<file path="src/rtl/sqrt_pkg.sv">
// sqrt_pkg: shared state encoding, default width and the floor-root reference function
package sqrt_pkg;

    typedef enum logic [1:0] {IDLE, CALC, DONE} sqrt_state_t;

    localparam int SQRT_WIDTH = 32;

    function automatic logic [15:0] sqrt_ref(input logic [31:0] x);
        logic [15:0] r;
        logic [15:0] c;
        r = '0;
        for (int i = 15; i >= 0; i--) begin
            c = r | (16'd1 << i);
            if ({16'd0, c} * {16'd0, c} <= x) r = c;
        end
        return r;
    endfunction

endpackage

</file>
<file path="src/rtl/sqrt_step.sv">
// sqrt_step: one combinational restoring digit-by-digit square-root iteration
module sqrt_step #(
    parameter int ITER = 16
) (
    input  logic [ITER+1:0] rem_i,
    input  logic [ITER-1:0] acc_i,
    input  logic [1:0]      x_top,
    output logic [ITER+1:0] rem_o,
    output logic [ITER-1:0] acc_o
);

    logic [ITER+3:0] rem_w;
    logic [ITER+1:0] trial;
    logic            ge;

    // bring down two radicand bits, subtract the trial divisor when it fits
    always_comb begin
        rem_w = {rem_i, x_top};
        trial = {acc_i, 2'b01};
        ge    = rem_w >= {2'b00, trial};
        rem_o = ge ? rem_w[ITER+1:0] - trial : rem_w[ITER+1:0];
        acc_o = {acc_i[ITER-2:0], ge};
    end

endmodule

</file>
<file path="src/rtl/sqrt_iter_core.sv">
// sqrt_iter_core: iterative floor square root, one result bit per clock; SQRT_REMAINDER_EN adds remainder/exact outputs
module sqrt_iter_core import sqrt_pkg::*; #(
    parameter  int WIDTH = SQRT_WIDTH,
    localparam int ITER  = WIDTH / 2
) (
    input  logic             clk,
    input  logic             reset_n,
    input  logic             start,
    input  logic [WIDTH-1:0] radicand,
    output logic [WIDTH-1:0] root,
    output logic             busy,
`ifdef SQRT_REMAINDER_EN
    output logic             done,
    output logic [ITER:0]    remainder,
    output logic             exact
`else
    output logic             done
`endif
);

    localparam int CW = $clog2(ITER);

    sqrt_state_t      state_q, state_d;
    logic [WIDTH-1:0] x_q, x_d, root_q, root_d;
    logic [ITER+1:0]  rem_q, rem_d, rem_n;
    logic [ITER-1:0]  acc_q, acc_d, acc_n;
    logic [CW-1:0]    cnt_q, cnt_d;
    logic             busy_q, busy_d, done_q, done_d;
    logic             load, calc, last;
`ifdef SQRT_REMAINDER_EN
    logic [ITER:0]    remainder_q, remainder_d;
    logic             exact_q, exact_d;
`endif

    sqrt_step #(.ITER(ITER)) u_step (
        .rem_i (rem_q),
        .acc_i (acc_q),
        .x_top (x_q[WIDTH-1:WIDTH-2]),
        .rem_o (rem_n),
        .acc_o (acc_n)
    );

    // next-state: accept start whenever not calculating, iterate in CALC, publish results on the last step
    always_comb begin
        load    = start && state_q != CALC;
        calc    = state_q == CALC;
        last    = calc && cnt_q == '0;
        state_d = load ? CALC : (calc && !last) ? CALC : last ? DONE : IDLE;
        x_d     = load ? radicand : calc ? x_q << 2 : x_q;
        rem_d   = load ? '0 : calc ? rem_n : rem_q;
        acc_d   = load ? '0 : calc ? acc_n : acc_q;
        cnt_d   = load ? CW'(ITER - 1) : calc ? cnt_q - CW'(1) : cnt_q;
        root_d  = last ? {{(WIDTH-ITER){1'b0}}, acc_n} : root_q;
        busy_d  = state_d == CALC;
        done_d  = state_d == DONE;
`ifdef SQRT_REMAINDER_EN
        remainder_d = last ? rem_n[ITER:0] : remainder_q;
        exact_d     = last ? rem_n[ITER:0] == '0 : exact_q;
`endif
    end

    // state and registered outputs, cleared asynchronously
    always_ff @(posedge clk or negedge reset_n) begin
        if (!reset_n) begin
            state_q <= IDLE;
            x_q     <= '0;
            rem_q   <= '0;
            acc_q   <= '0;
            cnt_q   <= '0;
            root_q  <= '0;
            busy_q  <= 1'b0;
            done_q  <= 1'b0;
`ifdef SQRT_REMAINDER_EN
            remainder_q <= '0;
            exact_q     <= 1'b0;
`endif
        end else begin
            state_q <= state_d;
            x_q     <= x_d;
            rem_q   <= rem_d;
            acc_q   <= acc_d;
            cnt_q   <= cnt_d;
            root_q  <= root_d;
            busy_q  <= busy_d;
            done_q  <= done_d;
`ifdef SQRT_REMAINDER_EN
            remainder_q <= remainder_d;
            exact_q     <= exact_d;
`endif
        end
    end

    assign root = root_q;
    assign busy = busy_q;
    assign done = done_q;
`ifdef SQRT_REMAINDER_EN
    assign remainder = remainder_q;
    assign exact     = exact_q;
`endif

endmodule

</file>
<file path="config.mk">
export PLATFORM = sky130hd
export DESIGN_NAME = sqrt_iter_core
export DESIGN_NICKNAME = d
export VERILOG_FILES = /design/src/rtl/sqrt_pkg.sv /design/src/rtl/sqrt_step.sv /design/src/rtl/sqrt_iter_core.sv
export SDC_FILE = /design/constraint.sdc
export NUM_CORES = 1
export LEC_CHECK = 0
export CAP_MARGIN = 10
export CORE_MARGIN = 2
export CORE_UTILIZATION = 51
export CTS_BUF_LIST = sky130_fd_sc_hd__clkbuf_8
export CTS_CLUSTER_DIAMETER = 50
export CTS_CLUSTER_SIZE = 24
export DETAILED_ROUTE_END_ITERATION = 12
export GPL_ROUTABILITY_DRIVEN = 0
export PLACE_DENSITY_LB_ADDON = 0.12
export SETUP_SLACK_MARGIN = 0.1
export SLEW_MARGIN = 20
export SYNTH_ARGS = -nofsm -noshare
export SYNTH_HDL_FRONTEND = slang
export SYNTH_SLANG_ARGS = --single-unit
</file>
<file path="constraint.sdc">
create_clock -name clk -period 2.2 [get_ports clk]
set_input_delay 0.44 -clock clk [delete_from_list [all_inputs] [get_ports clk]]
set_output_delay 0.44 -clock clk [all_outputs]
set_load 0.05 [all_outputs]
</file>
==> key figures <==
STA
  • Hold Fails Final Rpt: 0
  • WHS: 0.0595 ns
  • Worst relative slew slack: 54.3%
  • Setup WS post-layout: -0.101 ns
  • Max Fclk: 435 MHz
  • Crit share post-route: 105%
  • Fin crit period: 2.30 ns
  • Setup TNS: -0.740 ns
  • Slew @ Worst Pin: 0.685 ns
  • Final setup viols: 16
  • Clk_skew: 0.0147 ns
  • RSZ-0062 raised after global routing: true
  • Max-slew violations: 0

Yosys
  • Async SR Flop Fraction: 100%
  • Syn Std Cell Area: 0.00487 mm^2
  • Post-synth top area cell: dfrtp_1
  • Largest family of logic cells by synthesized area: compound AO/OA/AOI/OAI gates
  • Synth cell count leaders: dfrtp_1, nand2_1, o21ai_0
  • Post-synth EDFFs: 0
  • Sequential share of the synthesized area: 45.7%
  • Mean Syn Cell Area: 9.48 um^2
  • Post-synthesis cell count: 514
  • Post-Synth Adder-Cell Area: 5.13%
  • Synth area leaders: dfrtp_1, mux2i_1, o21ai_0
  • Top-count cell post-synth: dfrtp_1
  • Post-synthesis mux area share: 6.57%
  • Synthesis Warnings: 0
  • XOR/XNOR share of the synthesized area: 2.52%
  • Most used DFF post-synth: dfrtp_1
  • Area share of the largest cell type after synthesis: 45.7%
  • Compound-Gate Fraction of Synth Area: 18.9%
  • Simple-Gate Fraction of Synth Area: 13.9%
  • Seq cells post-synth: 89
  • Cell variety after synth: 54

Clocking
  • H-tree Lvls: 3
  • Clk sink count: 89
  • Later-pin clock latency in the skew report: 0.36 ns
  • CTS clk-pin slew, worst paths: 0.10 ns
  • Root buffer selected by CTS: clkbuf_8
  • Clk buf depth: 2
  • CTS buffer count: 9
  • CTS tree: yes

Floorplanning
  • Ports: 69
  • CORE AREA: 0.00924 mm^2
  • Die area: 0.0104 mm^2
  • Num rows: 35
  • DIE WIDTH: 102 um
  • Initial Utilization: 52.7%
  • Die Y: 102 um

Routing
  • Initial DRC count: 196
  • Post-route ant nets: 0
  • Post-Route M1 WL: 5.73 mm
  • Overall routed net length: 11.9 mm
  • Drt via density: 5.41
  • Routed met3 length: 528 um
  • Initial DRT Pass Iterations: 5
  • Post-route DRC violation count: 0
  • Drt wl/cell: 15.7 um
  • Top Metal Used: met4
  • Vias: 4,117
  • Routed wl met2: 5.58 mm

Power and ir drop
  • Sequential Power Share: 23.9%
  • Internal: 6.71 mW
  • Worst VDD drop: 0.00103 V
  • Clk pwr share: 8.6%
  • Leak: 3.02 nW
  • Final Power: 12.0 mW
  • Sw frac: 44.0%
  • Comb pwr share: 67.5%
  • Sw Pwr: 5.28 mW
  • Power per Cell Area: 1830 mW/mm^2

GRT
  • Largest net degree at the start of global routing: 61
  • Total gr overflow: 0
  • First-pass GRT wire length: 18.9 mm
  • Gr usage total: 23.0%
  • Initial antenna violation count: 0
  • Number of global-route vias before repair: 3,825

Final layout
  • Fin area: 0.00656 mm^2
  • Layout Utilization: 71.0%
  • Area grow syn2layout: 34.5%
  • Final Non-Filler Cells: 761
  • Antenna Cells: 0
  • Fill count: 722
  • Layout cells sized above 1: 23.7%
  • Nets: 682

Place
  • Placed cells: 737
  • Pre-CTS WS: -0.115 ns
  • Placed Area: 0.00608 mm^2
  • DP HPWL: 8.30 mm
  • IO Port Bufs: 52

Worst setup path
  • Crit-path max FO: 7
  • Crit. End Element: register
  • Worst path required time: 2.51 ns
  • Slowest-stage cell, CP: or4_4
  • Crit start category: register
  • Worst Path Arrival: 2.61 ns
  • CP max stage delay: 0.48 ns
  • CP Cell Sequence: ha_4, nand2_1, o211ai_4, o21ai_2, o31a_1, buf_12, or4_4, nand3_2
  • Worst Setup Path Type: reg2reg

Run
  • MaxCap Viol Count: 0

Outcome
  • Violated checks: negative setup slack
  • Outcome: finished, violations left

Worst hold path
  • Hold Path Class: in2async
-- cell type report --
cell class	instances	area, um^2	area share [%]
Timing Repair Buffer	137	1280	19.5
Clock buffer	9	124	1.89
Clock inverter	7	47.5	0.725
Tap cell	129	161	2.46
Inverter	25	93.8	1.43
Sequential cell	89	2230	34.0
Multi-Input combinational cell	365	2630	40.1
-- state kept, by name, indices dropped and copies added (netlist names) --
register  cells
state_q       2
acc_q        16
rem_q        18
root         16
x_q          32
done          1
cnt_q         4
-- cell usage in the layout, fill, tap and decap left out, types with 3 or more instances in the layout --
cell / n
a21o_1: 6
a21oi_1: 9
a31oi_1: 10
and3_1: 5
buf_12: 8
buf_4: 75
clkbuf_8: 9
clkdlybuf4s50_1: 50
clkinvlp_4: 3
conb_1: 16
dfrtp_1: 89
ha_1: 6
ha_4: 12
inv_1: 18
inv_2: 9
mux2i_1: 32
nand2_1: 68
nand3_1: 13
nand3_2: 4
nand3b_1: 9
nand4_1: 3
nor2_1: 17
nor3_1: 3
nor3b_1: 7
o21a_1: 5
o21ai_0: 56
o21bai_1: 3
o311ai_1: 3
o311ai_2: 4
o31ai_1: 20
xnor2_1: 5
xor2_1: 8
-- power groups by stage --
stage / Clock (mW) / Combinational, mW / Sequential (mW)
detailed placement: 0 / 7.08 / 2.85
CTS: 1.05 / 7.30 / 2.83
finish: 1.03 / 8.09 / 2.87
global route: 1.12 / 8.82 / 2.95
global placement: 0 / 6.93 / 2.81
floorplan: 0 / 4.12 / 3.26
-- final timing paths --
check                                startpoint                     to  slack, ns  depth (start not counted)
max                        rem_q[9]$_DFFE_PN0P_   rem_q[7]$_DFFE_PN0P_      -0.10                          8
min                                     reset_n  acc_q[13]$_DFFE_PN0P_       0.06                          1
max reg2reg                rem_q[9]$_DFFE_PN0P_   rem_q[7]$_DFFE_PN0P_      -0.10                          8
min reg2reg                root[15]$_DFFE_PN0P_   root[15]$_DFFE_PN0P_       0.48                          2
max in group asynchronous               reset_n    x_q[12]$_DFFE_PN0P_       1.60                          2
min in group clk           root[15]$_DFFE_PN0P_   root[15]$_DFFE_PN0P_       0.48                          2
-- routing by layer --
metal | global-route usage, % | vias to the layer above
met5 | 0 | -
met4 | 6.03 | 0
met3 | 3.17 | 11
met2 | 34.6 | 110
met1 | 35.0 | 1972
li1 | - | 2024
-- kinds of logic after synthesis --
family,after synthesis
other,1
muxes,32
and+or+nand+nor,142
buffers and inverters,75
DFF,89
AOI/OAI and AO/OA,141
xor gates and xnor gates,14
adders and majority gates,20
-- what timing repair did --
action / CTS / global route
gates resized for setup: 10 / 29
endpoints found under the setup margin: 20 / 20
gates cloned: 0 / 2
hold buffers: 0 / 0
setup buffers: 2 / 4
pin swaps: 4 / 13
-- worst max-delay path: cells and delay by family, from the launching register on --
kind / cells / cell delay [ns]
adders and majority gates: 1 / 0.30
buffers and inverters: 1 / 0.16
AOI/OAI and AO/OA: 3 / 0.68
and+or+nand+nor: 3 / 0.66
DFF: 1 / 0.44
(Power assumes the default switching activity.)
